--- src/rtl/pwm_duty_meter.sv ---
// PWM duty/period meter: synchronises one PWM input, measures high time and period in clk
// cycles, publishes one (high_cnt, period_cnt) pair per period and flags a stuck input.
module pwm_duty_meter #(
    parameter int unsigned CNT_W       = 16,
    parameter int unsigned SYNC_STAGES = 2,
    parameter int unsigned TIMEOUT     = 1000
) (
    input  logic             clk,
    input  logic             rst,
    input  logic             pwm_in,
    input  logic             clear,
    output logic             meas_valid,
    output logic [CNT_W-1:0] high_cnt,
    output logic [CNT_W-1:0] period_cnt,
    output logic             stuck_high,
    output logic             stuck_low
);

    typedef enum logic [1:0] {StIdle, StHigh, StLow} state_e;

    localparam logic [CNT_W-1:0] CntMax      = {CNT_W{1'b1}};
    localparam logic [CNT_W-1:0] CntOne      = CNT_W'(1);
    localparam logic [CNT_W-1:0] TimeoutMax  = CNT_W'(TIMEOUT);
    localparam logic [CNT_W-1:0] TimeoutLast = CNT_W'(TIMEOUT - 1);

    logic [SYNC_STAGES-1:0] sync_q;
    logic                   s;
    logic                   s_d_q;
    logic                   rise_q;
    logic                   fall_q;
    logic                   edge_seen;
    logic                   timeout;

    state_e           state_q, state_d;
    logic [CNT_W-1:0] pcnt_q, pcnt_d;
    logic [CNT_W-1:0] hcnt_q, hcnt_d;
    logic [CNT_W-1:0] tcnt_q, tcnt_d;
    logic [CNT_W-1:0] high_q, high_d;
    logic [CNT_W-1:0] period_q, period_d;
    logic             valid_q, valid_d;
    logic             sh_q, sh_d;
    logic             sl_q, sl_d;

    assign s = sync_q[SYNC_STAGES-1];

    // Edges are registered so that s_d_q is the level aligned with rise_q/fall_q.
    always_ff @(posedge clk or posedge rst) begin
        if (rst) begin
            sync_q <= '0;
            s_d_q  <= 1'b0;
            rise_q <= 1'b0;
            fall_q <= 1'b0;
        end else begin
            sync_q <= {sync_q[SYNC_STAGES-2:0], pwm_in};
            s_d_q  <= s;
            rise_q <= s & ~s_d_q;
            fall_q <= ~s & s_d_q;
        end
    end

    assign edge_seen = rise_q | fall_q;
    assign timeout   = (tcnt_q == TimeoutLast);

    always_comb begin
        state_d  = state_q;
        valid_d  = 1'b0;
        high_d   = high_q;
        period_d = period_q;
        sh_d     = sh_q;
        sl_d     = sl_q;

        if (rise_q) begin
            pcnt_d = CntOne;
        end else if (pcnt_q != CntMax) begin
            pcnt_d = pcnt_q + 1'b1;
        end else begin
            pcnt_d = pcnt_q;
        end

        if (rise_q) begin
            hcnt_d = CntOne;
        end else if (s_d_q && (hcnt_q != CntMax)) begin
            hcnt_d = hcnt_q + 1'b1;
        end else begin
            hcnt_d = hcnt_q;
        end

        // Cycles since the last edge of either polarity; parks at TIMEOUT.
        if (edge_seen) begin
            tcnt_d = '0;
        end else if (tcnt_q != TimeoutMax) begin
            tcnt_d = tcnt_q + 1'b1;
        end else begin
            tcnt_d = tcnt_q;
        end

        if (edge_seen) begin
            sh_d = 1'b0;
            sl_d = 1'b0;
        end

        case (state_q)
            StIdle: begin
                if (rise_q) begin
                    state_d = StHigh;
                end else if (timeout && !fall_q) begin
                    sh_d = s_d_q;
                    sl_d = ~s_d_q;
                end
            end
            StHigh: begin
                if (fall_q) begin
                    state_d = StLow;
                end else if (timeout) begin
                    sh_d    = 1'b1;
                    sl_d    = 1'b0;
                    state_d = StIdle;
                end
            end
            StLow: begin
                if (rise_q) begin
                    high_d   = hcnt_q;
                    period_d = pcnt_q;
                    valid_d  = 1'b1;
                    state_d  = StHigh;
                end else if (timeout) begin
                    sl_d    = 1'b1;
                    sh_d    = 1'b0;
                    state_d = StIdle;
                end
            end
            default: state_d = StIdle;
        endcase

        if (clear) begin
            state_d  = StIdle;
            valid_d  = 1'b0;
            high_d   = '0;
            period_d = '0;
            sh_d     = 1'b0;
            sl_d     = 1'b0;
            pcnt_d   = '0;
            hcnt_d   = '0;
            tcnt_d   = '0;
        end
    end

    always_ff @(posedge clk or posedge rst) begin
        if (rst) begin
            state_q  <= StIdle;
            pcnt_q   <= '0;
            hcnt_q   <= '0;
            tcnt_q   <= '0;
            high_q   <= '0;
            period_q <= '0;
            valid_q  <= 1'b0;
            sh_q     <= 1'b0;
            sl_q     <= 1'b0;
        end else begin
            state_q  <= state_d;
            pcnt_q   <= pcnt_d;
            hcnt_q   <= hcnt_d;
            tcnt_q   <= tcnt_d;
            high_q   <= high_d;
            period_q <= period_d;
            valid_q  <= valid_d;
            sh_q     <= sh_d;
            sl_q     <= sl_d;
        end
    end

    assign meas_valid = valid_q;
    assign high_cnt   = high_q;
    assign period_cnt = period_q;
    assign stuck_high = sh_q;
    assign stuck_low  = sl_q;

endmodule

--- config.mk ---
export PLATFORM = sky130hd
export DESIGN_NAME = pwm_duty_meter
export DESIGN_NICKNAME = d
export VERILOG_FILES = /design/src/rtl/pwm_duty_meter.sv
export SDC_FILE = /design/constraint.sdc
export NUM_CORES = 1
export LEC_CHECK = 0
export CELL_PAD_IN_SITES_DETAIL_PLACEMENT = 0
export CELL_PAD_IN_SITES_GLOBAL_PLACEMENT = 2
export CORE_ASPECT_RATIO = 0.9
export CORE_MARGIN = 1
export CORE_UTILIZATION = 35
export CTS_CLUSTER_SIZE = 8
export DETAILED_ROUTE_END_ITERATION = 8
export GPL_TIMING_DRIVEN = 1
export PLACE_DENSITY_LB_ADDON = 0.1
export SLEW_MARGIN = 20
export SYNTH_ARGS = -nofsm -noshare
export SYNTH_HDL_FRONTEND = slang
export SYNTH_SLANG_ARGS = --single-unit
--- constraint.sdc ---
create_clock -name clk -period 7.5 [get_ports clk]
set_input_delay 1.125 -clock clk [delete_from_list [all_inputs] [get_ports clk]]
set_output_delay 1.125 -clock clk [all_outputs]
set_load 0.02 [all_outputs]
Word level (Yosys, flattened, before mapping)

Index checks and enable logic that the tools add are counted.

Add/sub/neg operators: 3
Reductions and logical operators: 10
Multiplexer cells: 42
Eq/ne operators: 7
Bitwise logic cells: 5

Operator list:

| cell                                                  | number |
|---|---|
| 2-to-1 mux 16 bit                                     | 15 |
| adder 16 x 1 -> 16 bit, second input constant         | 3 |
| != test 16 bit, second input constant                 | 2 |
| 2-to-1 mux 1 bit                                      | 19 |
| equality test 16 x 10 -> 1 bit, second input constant | 1 |
| != test 16 x 10 -> 1 bit, second input constant       | 1 |
| 2-to-1 mux 2 bit                                      | 5 |
| nonzero test 3 bit                                    | 3 |
| case mux 1 bit (3 select lines)                       | 2 |
| case mux 2 bit (3 select lines)                       | 1 |
| nonzero test 2 bit                                    | 2 |
| != test 3 bit, second input constant                  | 1 |
| AND 1 bit                                             | 2 |
| equality test 2 x 1 -> 1 bit, second input constant   | 1 |
| equality test 2 bit, second input constant            | 1 |
| logical AND 1 bit                                     | 2 |
| zero test 2 bit                                       | 1 |
| inverter 1 bit                                        | 2 |
| AND reduction 2 bit                                   | 1 |
| zero test 1 bit                                       | 1 |
| bitwise OR 1 bit                                      | 1 |

Bits of input ports: 4
Logic and storage cells: 80
Bits in registers: 90
Output and inout port bits: 35

Depth between registers and ports, before layout

Gate-level depths: netlist of run 1.

Depth in word-level cells: 6
Mapped depth: 7
Depth with buffers taken out: 6

Least setup slack after synthesis of run 1

No wires, ideal clock.

Kind: input-to-reg
Start: input port clear
End: register pcnt_q[10]
Setup time: 0.132 ns
Required time: 7.368 ns
Data arrival time: 2.082 ns
Stages on the path: 5
Path buffers: 3
Setup slack: 5.286 ns
Path through: clkbuf_1 or2_0 clkbuf_1 clkbuf_1 nor2_1

Cells in the longest elaborated chain, start to end: 1
Elaborated cells on any way between the ends: 2
Those cells by class: 1 x mux; 1 x reduce/logical

RTL lines:

| element                                                           | RTL line | source |
|---|---|---|
| start: declaration                                                | 11       | `input logic clear,` |
| nonzero test 3 bit (no line) or 2-to-1 mux 16 bit (tied branches) | n/a      |  |
| end signal: assignment                                            | 161      | `pcnt_q <= pcnt_d;` |
| end: declaration                                                  | 35       | `logic [CNT_W-1:0] pcnt_q, pcnt_d;` |

Several ways; a longest one is shown, not always the timed one.
A chain may end at the register's enable or synchronous reset.

Worst setup path after layout of run 1

Start: input port clear
End: register period_q[8] (netlist: period_cnt[8])

Cells in the longest elaborated chain, start to end: 2
Elaborated cells on any way between the ends: 4
Those cells by class: 1 x mux; 3 x reduce/logical

RTL lines:

| element                       | RTL line | source |
|---|---|---|
| nonzero test 2 bit (no line)  | n/a      |  |
| AND reduction 2 bit (no line) | n/a      |  |
| end signal: assignment        | 165      | `period_q <= period_d;` |
| end: declaration              | 39       | `logic [CNT_W-1:0] period_q, period_d;` |

Several ways; a longest one is shown, not always the timed one.

==> summary.txt, run 1 <==
Setup path
  – R2r worst-path depth: 4
  – Worst Path Required: 7.78 ns
  – Crit path from: clear
  – CP Launch Type: primary input
  – Worst r2r src: rise_q$_DFF_PP0_
  – Crit path capture: period_cnt[8]$_DFFE_PP0P_
  – CP max FO: 18
  – Crit path DAT: between 3 and 4 ns
  – R2R Setup Slk: 5.34 ns
  – Crit path kind: in -> reg
  – Kind of end point of the critical path: flip-flop
  – Reg-to-reg endpoint: period_cnt[8]$_DFFE_PP0P_

Routing
  – Residual DRC: 0
  – Wire length per cell: 15.8 um
  – Initial drt markers: 205
  – Iteration count of the initial detailed-routing pass: 4
  – WL final: 9250 um
  – Vias per inst: 5.20
  – DRT antenna net count: 0
  – Vias: 3048

Global route
  – GRT Residual Overflow: 0
  – Pin count of the biggest net entering global routing: 65
  – First-pass GRT wire length: 15900 um
  – GRT Util Overall: 0.169
  – Number of antenna violations at the first check in global routing: 0
  – Vias in the first global route: 3009

Logic synthesis
  – Cells after Synth: 390
  – Syn nets: 398
  – Post-synthesis cell area: 4160 um2
  – Synth area leaders: dfrtp_1 54%, a22o_1 6.7%, nor2_1 3.5%
  – Async SR Flop Fraction: 1.00
  – Register area share after synthesis: 0.542
  – Synth cell types: 53
  – Ys flop type: dfrtp_1
  – Yosys top cell area share: 0.542
  – Post-Syn Area per Cell: 10.7 um2
  – Yosys warning count: 0
  – FF+latch count, synth: 90
  – Area leader, netlist: dfrtp_1
  – Post-synth EDFFs: 0

Timing
  – Final slew viol count: 0
  – Fmax: 335 MHz
  – Clk_skew: 0.00887 ns
  – Minimum clock period: 2.99 ns
  – Period utilization: 0.399
  – Slew @ Worst Pin: 0.985 ns
  – Final hold viol count: 0
  – Setup TNS: 0 ns
  – Max-slew headroom: 0.343
  – Unrepaired setup endpoints after global routing: false
  – Final WS setup: approximately 4.5 ns
  – Final setup fails: 0

Floorplan
  – Die width: between 100 and 150 um
  – Site Rows: 37
  – Die Height: 105 um
  – Die area: 12300 um2
  – # IOs: 39
  – Core Box Area: approximately 11000 um2
  – Starting Density: 0.362

Clock network
  – CTS buffer count: 9
  – Clock transition at path regs: 0.06 ns
  – Post-CTS Resized: 0
  – CTS tree: built
  – Clock root buffer: clkbuf_16
  – Clock sink total: 90
  – Postcts setup bufs: 0
  – Clk buf depth: 2
  – Worst-Skew Late Latency: approximately 0.35 ns
  – H-tree levels: 3
  – CTS Hold Bufs: 0

Power
  – Sequential cell fraction of total power: 0.507
  – Sw Share: 0.246
  – Pint: 0.739 mW
  – Leak pwr: roughly 2.1 nW
  – Gate power share: 0.035
  – PwrDens: 197 nW/um2
  – Switching power: 0.241 mW
  – Clock Power Share: 0.458
  – Max VDD drop: approximately 0.00011 V

Final layout
  – Antenna diode count: 0
  – Commonest non-fill, non-tap cell in the layout: dfrtp_1
  – Layout cell share with drive strength beyond 1: 0.0767
  – Fill count: roughly 1200
  – # nets final: approximately 430
  – Most frequent cells in the layout: 90 x dfrtp_1, 39 x nor2_1, 38 x clkdlybuf4s50_1
  – P&R area growth vs syn: 19.9%

Placed design
  – Worst slack at placement: 4.18 ns
  – DP Wirelength: 6200 um
  – Port bufs: 38
  – GP Congestion: roughly 0.74

Min path
  – HP Class: reg -> reg

Flow run
  – Max Cap Viol: 0

Run status
  – Status: finished clean
cell usage after synthesis (all sizes together), types with 3 or more instances:
library cell and n:
nor2 41, clkbuf 10, nor3 10, nand3 17
nor2b 3, o21ai 13, ha 4, buf 7
inv 11, or3 9, xor2 14, dfrtp 90
o2111ai 3, nor4b 3, nand2 29, a211oi 3
a21oi 17, and4 5, a31oi 4, and3 11
nand4 11, a22o 32, xnor2 13
logic make-up after synthesis:
logic type / after synthesis / share of synthesized area
adder cells (fa/ha/maj): 4 / 0.0120
XOR/XNOR: 27 / 0.0569
flip-flops: 90 / 0.542
multiplexers: 2 / 0.00481
AND/OR/NAND/NOR: 153 / 0.202
AO/OA/AOI/OAI: 86 / 0.153
buffers and inverters: 28 / 0.0295
state kept, by name (all words and copies together) (netlist names):
register / cells
fall_q: 1
hcnt_q: 16
high_cnt: 16
meas_valid: 1
pcnt_q: 16
period_cnt: 16
rise_q: 1
s_d_q: 1
state_q: 2
stuck_high: 1
stuck_low: 1
sync_q: 2
tcnt_q: 16
how the worst min path moves through the flow:
stage	from	slack, ns	cells after the start	endpoint
finish	sync_q[0]$_DFF_PP0_	0.35	0	sync_q[1]$_DFF_PP0_
floorplan	sync_q[0]$_DFF_PP0_	0.33	0	sync_q[1]$_DFF_PP0_
CTS	sync_q[0]$_DFF_PP0_	0.35	0	sync_q[1]$_DFF_PP0_
global placement	sync_q[0]$_DFF_PP0_	0.33	0	sync_q[1]$_DFF_PP0_
detailed placement	sync_q[0]$_DFF_PP0_	0.33	0	sync_q[1]$_DFF_PP0_
global route	sync_q[0]$_DFF_PP0_	0.36	0	sync_q[1]$_DFF_PP0_
power groups by stage:
stage	Combinational (mW)	Clock (mW)	Sequential, mW
final	0.0345	0.449	0.497
after global routing	0.0405	0.481	0.498
after CTS	0.0361	0.464	0.497
after detailed placement	0.0360	0	0.507
after global placement	0.0358	0	0.507
after floorplan	0.0259	0	0.503
per-layer routing:
layer	global-route usage	vias to the layer above	wire length, um
met1	0.258	1501	4970
met5	0	-	0
met3	0.0414	11	350
li1	-	1488	-
met4	0.0542	0	119
met2	0.230	48	3810
worst max-delay path, cell delays in order:
cell             delay, ns
clkdlybuf4s50_1       0.67
nor4b_4               0.91
buf_4                 0.38
a22o_1                0.17
stage by stage:
stage / utilization / total power, mW / hold WS (ns) / instances / cell area, um2
2_1_floorplan: - / 0.529 / 0.331 / 390 / 4160
3_3_place_gp: 0.409 / 0.542 / 0.332 / 570 / 4690
3_5_place_dp: 0.409 / 0.543 / 0.335 / 570 / 4690
4_1_cts: 0.434 / 0.997 / 0.349 / 586 / 4980
5_1_grt: 0.434 / 1.02 / 0.356 / 586 / 4980
6_report: 0.434 / 0.980 / 0.348 / 586 / 4980
layout make-up:
cell class	count	area, um2	share of cell area
clock buffer	10	239	0.0479
timing repair buffer	41	403	0.0808
inverter	11	42.5	0.00853
sequential	90	2250	0.452
tap	156	195	0.0392
clock inverter	6	53.8	0.0108
multi-input combinational	272	1800	0.361
Power figures use the tool's default switching activity.
==> run 2: changes to the inputs <==
==> constraint.sdc (replaced) <==
create_clock -name clk -period 2.92 [get_ports clk]
set_input_delay 0.438 -clock clk [delete_from_list [all_inputs] [get_ports clk]]
set_output_delay 0.438 -clock clk [all_outputs]
set_load 0.02 [all_outputs]
==> summary.txt, run 2 (same netlist as run 1, synthesis figures left out) <==
Timing
  – Period utilization: 0.694
  – Final hold viol count: 0 (unchanged)
  – Final WS setup: 0.894 ns (-3.62 ns)
  – Final setup fails: 0 (unchanged)
  – Minimum clock period: 2.03 ns
  – Max-slew headroom: 0.601 (+0.258)
  – Unrepaired setup endpoints after global routing: false
  – Clk_skew: 0.00559 ns (-0.00328 ns)
  – Fmax: 494 MHz
  – Worst hold margin: 0.348 ns (+0.000770 ns)
  – Setup TNS: 0 ns (unchanged)
  – Final slew viol count: 0 (unchanged)
  – Slew @ Worst Pin: 0.598 ns (-0.387 ns)

Flow run
  – Max Cap Viol: 0 (unchanged)

Global route
  – Vias in the first global route: 2967 (-1.4%)
  – Pin count of the biggest net entering global routing: 29 (-55%)
  – First-pass GRT wire length: 15900 um (+0.22%)
  – GRT Residual Overflow: 0 (unchanged)
  – Number of antenna violations at the first check in global routing: 0 (unchanged)
  – GRT Util Overall: 0.170 (+0.00150)

Floorplan
  – Core Box Area: 11500 um2 (unchanged)
  – Die area: 12300 um2 (unchanged)
  – Site Rows: 37 (unchanged)
  – Die width: 117 um (unchanged)
  – # IOs: 39 (unchanged)
  – Die Height: 105 um (unchanged)
  – Starting Density: 0.362 (unchanged)

Setup path
  – Reg-to-reg endpoint: pcnt_q[15]$_DFFE_PP0P_
  – Crit path DAT: 2.30 ns (-0.96 ns)
  – Worst r2r src: pcnt_q[0]$_DFFE_PP0P_
  – CP peak stage delay: 0.51 ns (-0.40 ns)
  – CP max FO: 7 (-11)
  – Kind of end point of the critical path: flip-flop
  – CP cell instances: ha_1 > and3_1 > nand4_2 > nor2_2 > or4_1 > a21oi_1
  – Crit path kind: reg -> reg
  – R2R Setup Slk: 0.89 ns (-4.45 ns)
  – R2r worst-path depth: 6 (+2)
  – CP Launch Type: flip-flop
  – CP max stage cell: or4_1
  – Worst Path Required: 3.19 ns (-4.59 ns)
  – Crit path from: pcnt_q[0]$_DFFE_PP0P_
  – Crit path capture: pcnt_q[15]$_DFFE_PP0P_

Clock network
  – Clock root buffer: clkbuf_16
  – Worst-Skew Late Latency: 0.34 ns (about the same)
  – H-tree levels: 3 (unchanged)
  – Postcts setup bufs: 0 (unchanged)
  – CTS buffer count: 9 (unchanged)
  – Clock transition at path regs: 0.07 ns (about the same)
  – Clock sink total: 90 (unchanged)
  – Post-CTS Resized: 0 (unchanged)
  – CTS Hold Bufs: 0 (unchanged)
  – CTS tree: built
  – Clk buf depth: 2 (unchanged)

Routing
  – Vias: 3052 (+0.13%)
  – Residual DRC: 0 (unchanged)
  – Initial drt markers: 193 (-5.9%)
  – Vias per inst: 5.16 (-0.72%)
  – Wire length per cell: 15.8 um (about the same)
  – Iteration count of the initial detailed-routing pass: 4 (unchanged)
  – WL final: 9340 um (+0.95%)
  – DRT antenna net count: 0 (unchanged)

Run status
  – Status: finished clean

Final layout
  – Layout cell share with drive strength beyond 1: 0.0874 (+0.0106)
  – Commonest non-fill, non-tap cell in the layout: dfrtp_1
  – Most frequent cells in the layout: 90 x dfrtp_1, 39 x nor2_1, 38 x clkdlybuf4s50_1
  – P&R area growth vs syn: 21.6%
  – # nets final: 438 (+1.2%)
  – Antenna diode count: 0 (unchanged)
  – Final core occ: 0.440 (+0.00632)
  – Final Non-Filler Cells: 591 (+0.85%)

Power
  – Sequential cell fraction of total power: 0.500 (-0.007)
  – Sw Share: 0.233 (-0.0124)
  – Max VDD drop: 0.000387 V (+250%)
  – Pint: 1.96 mW (+160%)
  – Switching power: 0.596 mW (+150%)
  – PwrDens: 505 nW/um2 (+160%)
  – Gate power share: 0.038 (+0.003)
  – Leak pwr: 2.14 nW (+1.6%)
  – Clock Power Share: 0.462 (+0.004)

Min path
  – HP Class: reg -> reg

Placed design
  – Port bufs: 38 (unchanged)
  – GP Congestion: 0.742 (about the same)
  – DP Wirelength: 6410 um (+3.5%)
  – Placed cells: 575 (+0.88%)
  – Worst slack at placement: 0.743 ns (-3.44 ns)
## run 2: cell types whose count changed in the layout (fill, tap and decap cells not counted), moves of 2 or more
cell | previous run | this run
buf_12 | 0 | 2
inv_6 | 4 | 2
buf_4 | 3 | 6
clkinv_4 | 0 | 2
## run 2: final cells by class
| type | count | area (um2) |
|---|---|---|
| clock inverter | 7 | 77.6 |
| tap | 156 | 195 |
| multi-input combinational | 272 | 1800 |
| sequential | 90 | 2250 |
| clock buffer | 9 | 225 |
| fill | 1131 | 6420 |
| timing repair buffer | 46 | 465 |
| inverter | 11 | 42.5 |
## run 2: how the worst min path moves through the flow
stage | from | to | cells after the start
after floorplan | sync_q[0]$_DFF_PP0_ | sync_q[1]$_DFF_PP0_ | 0
after global placement | sync_q[0]$_DFF_PP0_ | sync_q[1]$_DFF_PP0_ | 0
after detailed placement | sync_q[0]$_DFF_PP0_ | sync_q[1]$_DFF_PP0_ | 0
after CTS | sync_q[0]$_DFF_PP0_ | sync_q[1]$_DFF_PP0_ | 0
after global routing | sync_q[0]$_DFF_PP0_ | sync_q[1]$_DFF_PP0_ | 0
final | sync_q[0]$_DFF_PP0_ | sync_q[1]$_DFF_PP0_ | 0
## run 2: worst max-delay path: cells and delay by family, from the launching register on
family	cells	cell delay [ns]
AOI/OAI and AO/OA	1	0.15
adders and majority gates	1	0.28
DFF	1	0.47
and+or+nand+nor	4	1.05
## run 2: per-layer routing
metal  up-vias  global-route usage  part of all wire
li1       1500                   -                 -
met1      1482               0.255              0.53
met2        60               0.235              0.41
met3        10              0.0466             0.048
met4         0              0.0542             0.014
met5         -                   0                 0
## run 2: power by group through the flow
stage / logic, mW / clock network, mW / registers [mW]
floorplan: 0.0665 / 0 / 1.29
global placement: 0.101 / 0 / 1.30
detailed placement: 0.102 / 0 / 1.30
CTS: 0.102 / 1.22 / 1.28
global route: 0.113 / 1.27 / 1.28
finish: 0.0972 / 1.18 / 1.28
## run 2: metrics by stage
stage | power, mW | area (um2)
5_1_grt | 2.66 | 5060
3_5_place_dp | 1.40 | 4750
2_1_floorplan | 1.36 | 4160
4_1_cts | 2.60 | 5060
3_3_place_gp | 1.40 | 4750
6_report | 2.55 | 5060
==> run 3: changes to the inputs <==
==> constraint.sdc (replaced) <==
create_clock -name clk -period 1.9 [get_ports clk]
set_input_delay 0.285 -clock clk [delete_from_list [all_inputs] [get_ports clk]]
set_output_delay 0.285 -clock clk [all_outputs]
set_load 0.02 [all_outputs]
==> summary.txt, run 3 (same netlist as run 1, synthesis figures left out) <==
Floorplan
  – Starting Density: 0.362 (unchanged)
  – Site Rows: 37 (unchanged)
  – Core Box Area: 11500 um2 (unchanged)
  – Die Height: 105 um (unchanged)
  – # IOs: 39 (unchanged)
  – Die area: 12300 um2 (unchanged)
  – Die width: 117 um (unchanged)

Timing
  – Final slew viol count: 0 (unchanged)
  – Fmax: 562 MHz (+14%)
  – Period utilization: 0.936 (+0.242)
  – Final hold viol count: 0 (unchanged)
  – Slew @ Worst Pin: 0.492 ns (-0.106 ns)
  – Final setup fails: 0 (unchanged)
  – Minimum clock period: 1.78 ns (-0.248 ns)
  – Final WS setup: 0.122 ns (-0.772 ns)
  – Worst hold margin: 0.350 ns (+0.00129 ns)
  – Max-slew headroom: 0.672 (+0.0707)
  – Clk_skew: 0.00700 ns (+0.00140 ns)

Setup path
  – Crit path kind: reg -> reg
  – CP max stage cell: or4_1
  – CP cell instances: ha_1 > and3_1 > nand4_2 > nor2_2 > or4_1 > a21oi_1
  – CP Launch Type: flip-flop
  – Worst Path Required: 2.18 ns (-1.01 ns)
  – Crit path DAT: 2.06 ns (-0.24 ns)
  – Delay-heaviest family, CP: simple AND/OR/NAND/NOR gates
  – CP max FO: 4 (-3)
  – Reg-to-reg endpoint: pcnt_q[15]$_DFFE_PP0P_
  – R2r worst-path depth: 6 (unchanged)
  – Kind of end point of the critical path: flip-flop
  – CP peak stage delay: 0.50 ns (about the same)
  – WP buf/inv: 0 (unchanged)
  – Worst r2r src: pcnt_q[0]$_DFFE_PP0P_
  – R2R Setup Slk: 0.12 ns (-0.77 ns)

Clock network
  – CTS tree: built
  – CTS Hold Bufs: 0 (unchanged)
  – H-tree levels: 3 (unchanged)
  – Clock root buffer: clkbuf_16
  – CTS buffer count: 9 (unchanged)
  – Clock sink total: 90 (unchanged)
  – Clk buf depth: 2 (unchanged)
  – Clock transition at path regs: 0.07 ns (about the same)
  – Worst-Skew Late Latency: 0.35 ns (about the same)

Placed design
  – Port bufs: 38 (unchanged)
  – DP Wirelength: 6260 um (-2.3%)
  – Placed cell area: 4930 um2 (+3.8%)
  – Placed cells: 597 (+3.8%)
  – GP Congestion: 0.740 (-0.20%)
  – Worst slack at placement: 0.0180 ns (-0.725 ns)

Final layout
  – # nets final: 460 (+5.0%)
  – Layout cell share with drive strength beyond 1: 0.133 (+0.0461)
  – Antenna diode count: 0 (unchanged)
  – Post-route cell area: 5300 um2 (+4.7%)
  – P&R area growth vs syn: 27.3%
  – Commonest non-fill, non-tap cell in the layout: dfrtp_1
  – Most frequent cells in the layout: 90 x dfrtp_1, 39 x nor2_1, 38 x clkdlybuf4s50_1
  – Final Non-Filler Cells: 613 (+3.7%)

Routing
  – Iteration count of the initial detailed-routing pass: 5 (+1)
  – Vias per inst: 5.15 (-0.27%)
  – Vias: 3157 (+3.4%)
  – DRT antenna net count: 0 (unchanged)
  – Residual DRC: 0 (unchanged)
  – Wire length per cell: 15.3 um (-3.3%)
  – Initial drt markers: 132 (-32%)
  – WL final: 9370 um (+0.29%)

Global route
  – GRT Residual Overflow: 0 (unchanged)
  – Pin count of the biggest net entering global routing: 91 (+210%)
  – GRT Util Overall: 0.173 (+0.00319)
  – First-pass GRT wire length: 16100 um (+0.99%)
  – Vias in the first global route: 3092 (+4.2%)
  – Number of antenna violations at the first check in global routing: 0 (unchanged)

Min path
  – HP Class: reg -> reg
  – Worst hold endpoint: sync_q[1]$_DFF_PP0_
  – Hold_sp: sync_q[0]$_DFF_PP0_
  – Hold Path Stages: 0 (unchanged)

Power
  – Max VDD drop: 0.000577 V (+49%)
  – Leak pwr: 2.27 nW (+6.2%)
  – PwrDens: 781 nW/um2 (+55%)
  – Total power: 4.14 mW (+62%)

Flow run
  – Max Cap Viol: 0 (unchanged)

Run status
  – Status: finished clean
-- run 3: changes by cell type in the layout (fill, tap and decap cells not counted), moves of 2 or more --
cell      change
buf_4        +21
clkbuf_8      +2
clkinv_2      -2
nor4b_2       -2
nor4b_4       +2
-- run 3: layer usage --
| metal | vias to the layer above | routed length (um) | track usage |
|---|---|---|---|
| li1 | 1540 | - | - |
| met2 | 54 | 3940 | 0.249 |
| met1 | 1554 | 4950 | 0.249 |
| met4 | 0 | 151 | 0.0651 |
| met5 | - | 0 | 0 |
| met3 | 9 | 321 | 0.0437 |
-- run 3: layout make-up --
type                       instances  area, um2
fill                            1138       6180
sequential                        90       2250
multi-input combinational        272       1820
timing repair buffer              68        643
clock buffer                      11        253
tap                              156        195
clock inverter                     5       85.1
inverter                          11       45.0
-- run 3: repair_timing --
item	CTS	global route
buffers inserted	0	0
resized for setup	0	3
setup endpoints to repair	0	1
-- run 3: worst max-delay path by stage --
stage                           startpoint  cells after the start  slack [ns]                     end
floorplan            pcnt_q[0]$_DFFE_PP0P_                      7        0.06  pcnt_q[13]$_DFFE_PP0P_
global placement                     clear                      6        0.03  pcnt_q[15]$_DFFE_PP0P_
detailed placement                   clear                      6        0.02  pcnt_q[15]$_DFFE_PP0P_
finish               pcnt_q[0]$_DFFE_PP0P_                      6        0.12  pcnt_q[15]$_DFFE_PP0P_
global route        tcnt_q[14]$_DFFE_PP0P_                      5      -0.008     stuck_low$_DFF_PP0_
CTS                 tcnt_q[14]$_DFFE_PP0P_                      5        0.04     stuck_low$_DFF_PP0_
-- run 3: per-stage QoR --
step	TNS, ns	util
after floorplan	0	-
after global placement	0	0.430
after detailed placement	0	0.430
after CTS	0	0.459
after global routing	-0.00759	0.461
final	0	0.461
-- run 3: power by group --
| part | leakage [nW] | switching [mW] | internal (mW) |
|---|---|---|---|
| sequential | 1.24 | 0.0250 | 1.93 |
| combinational | 0.866 | 0.114 | 0.0593 |
| clock | 0.162 | 0.775 | 1.23 |
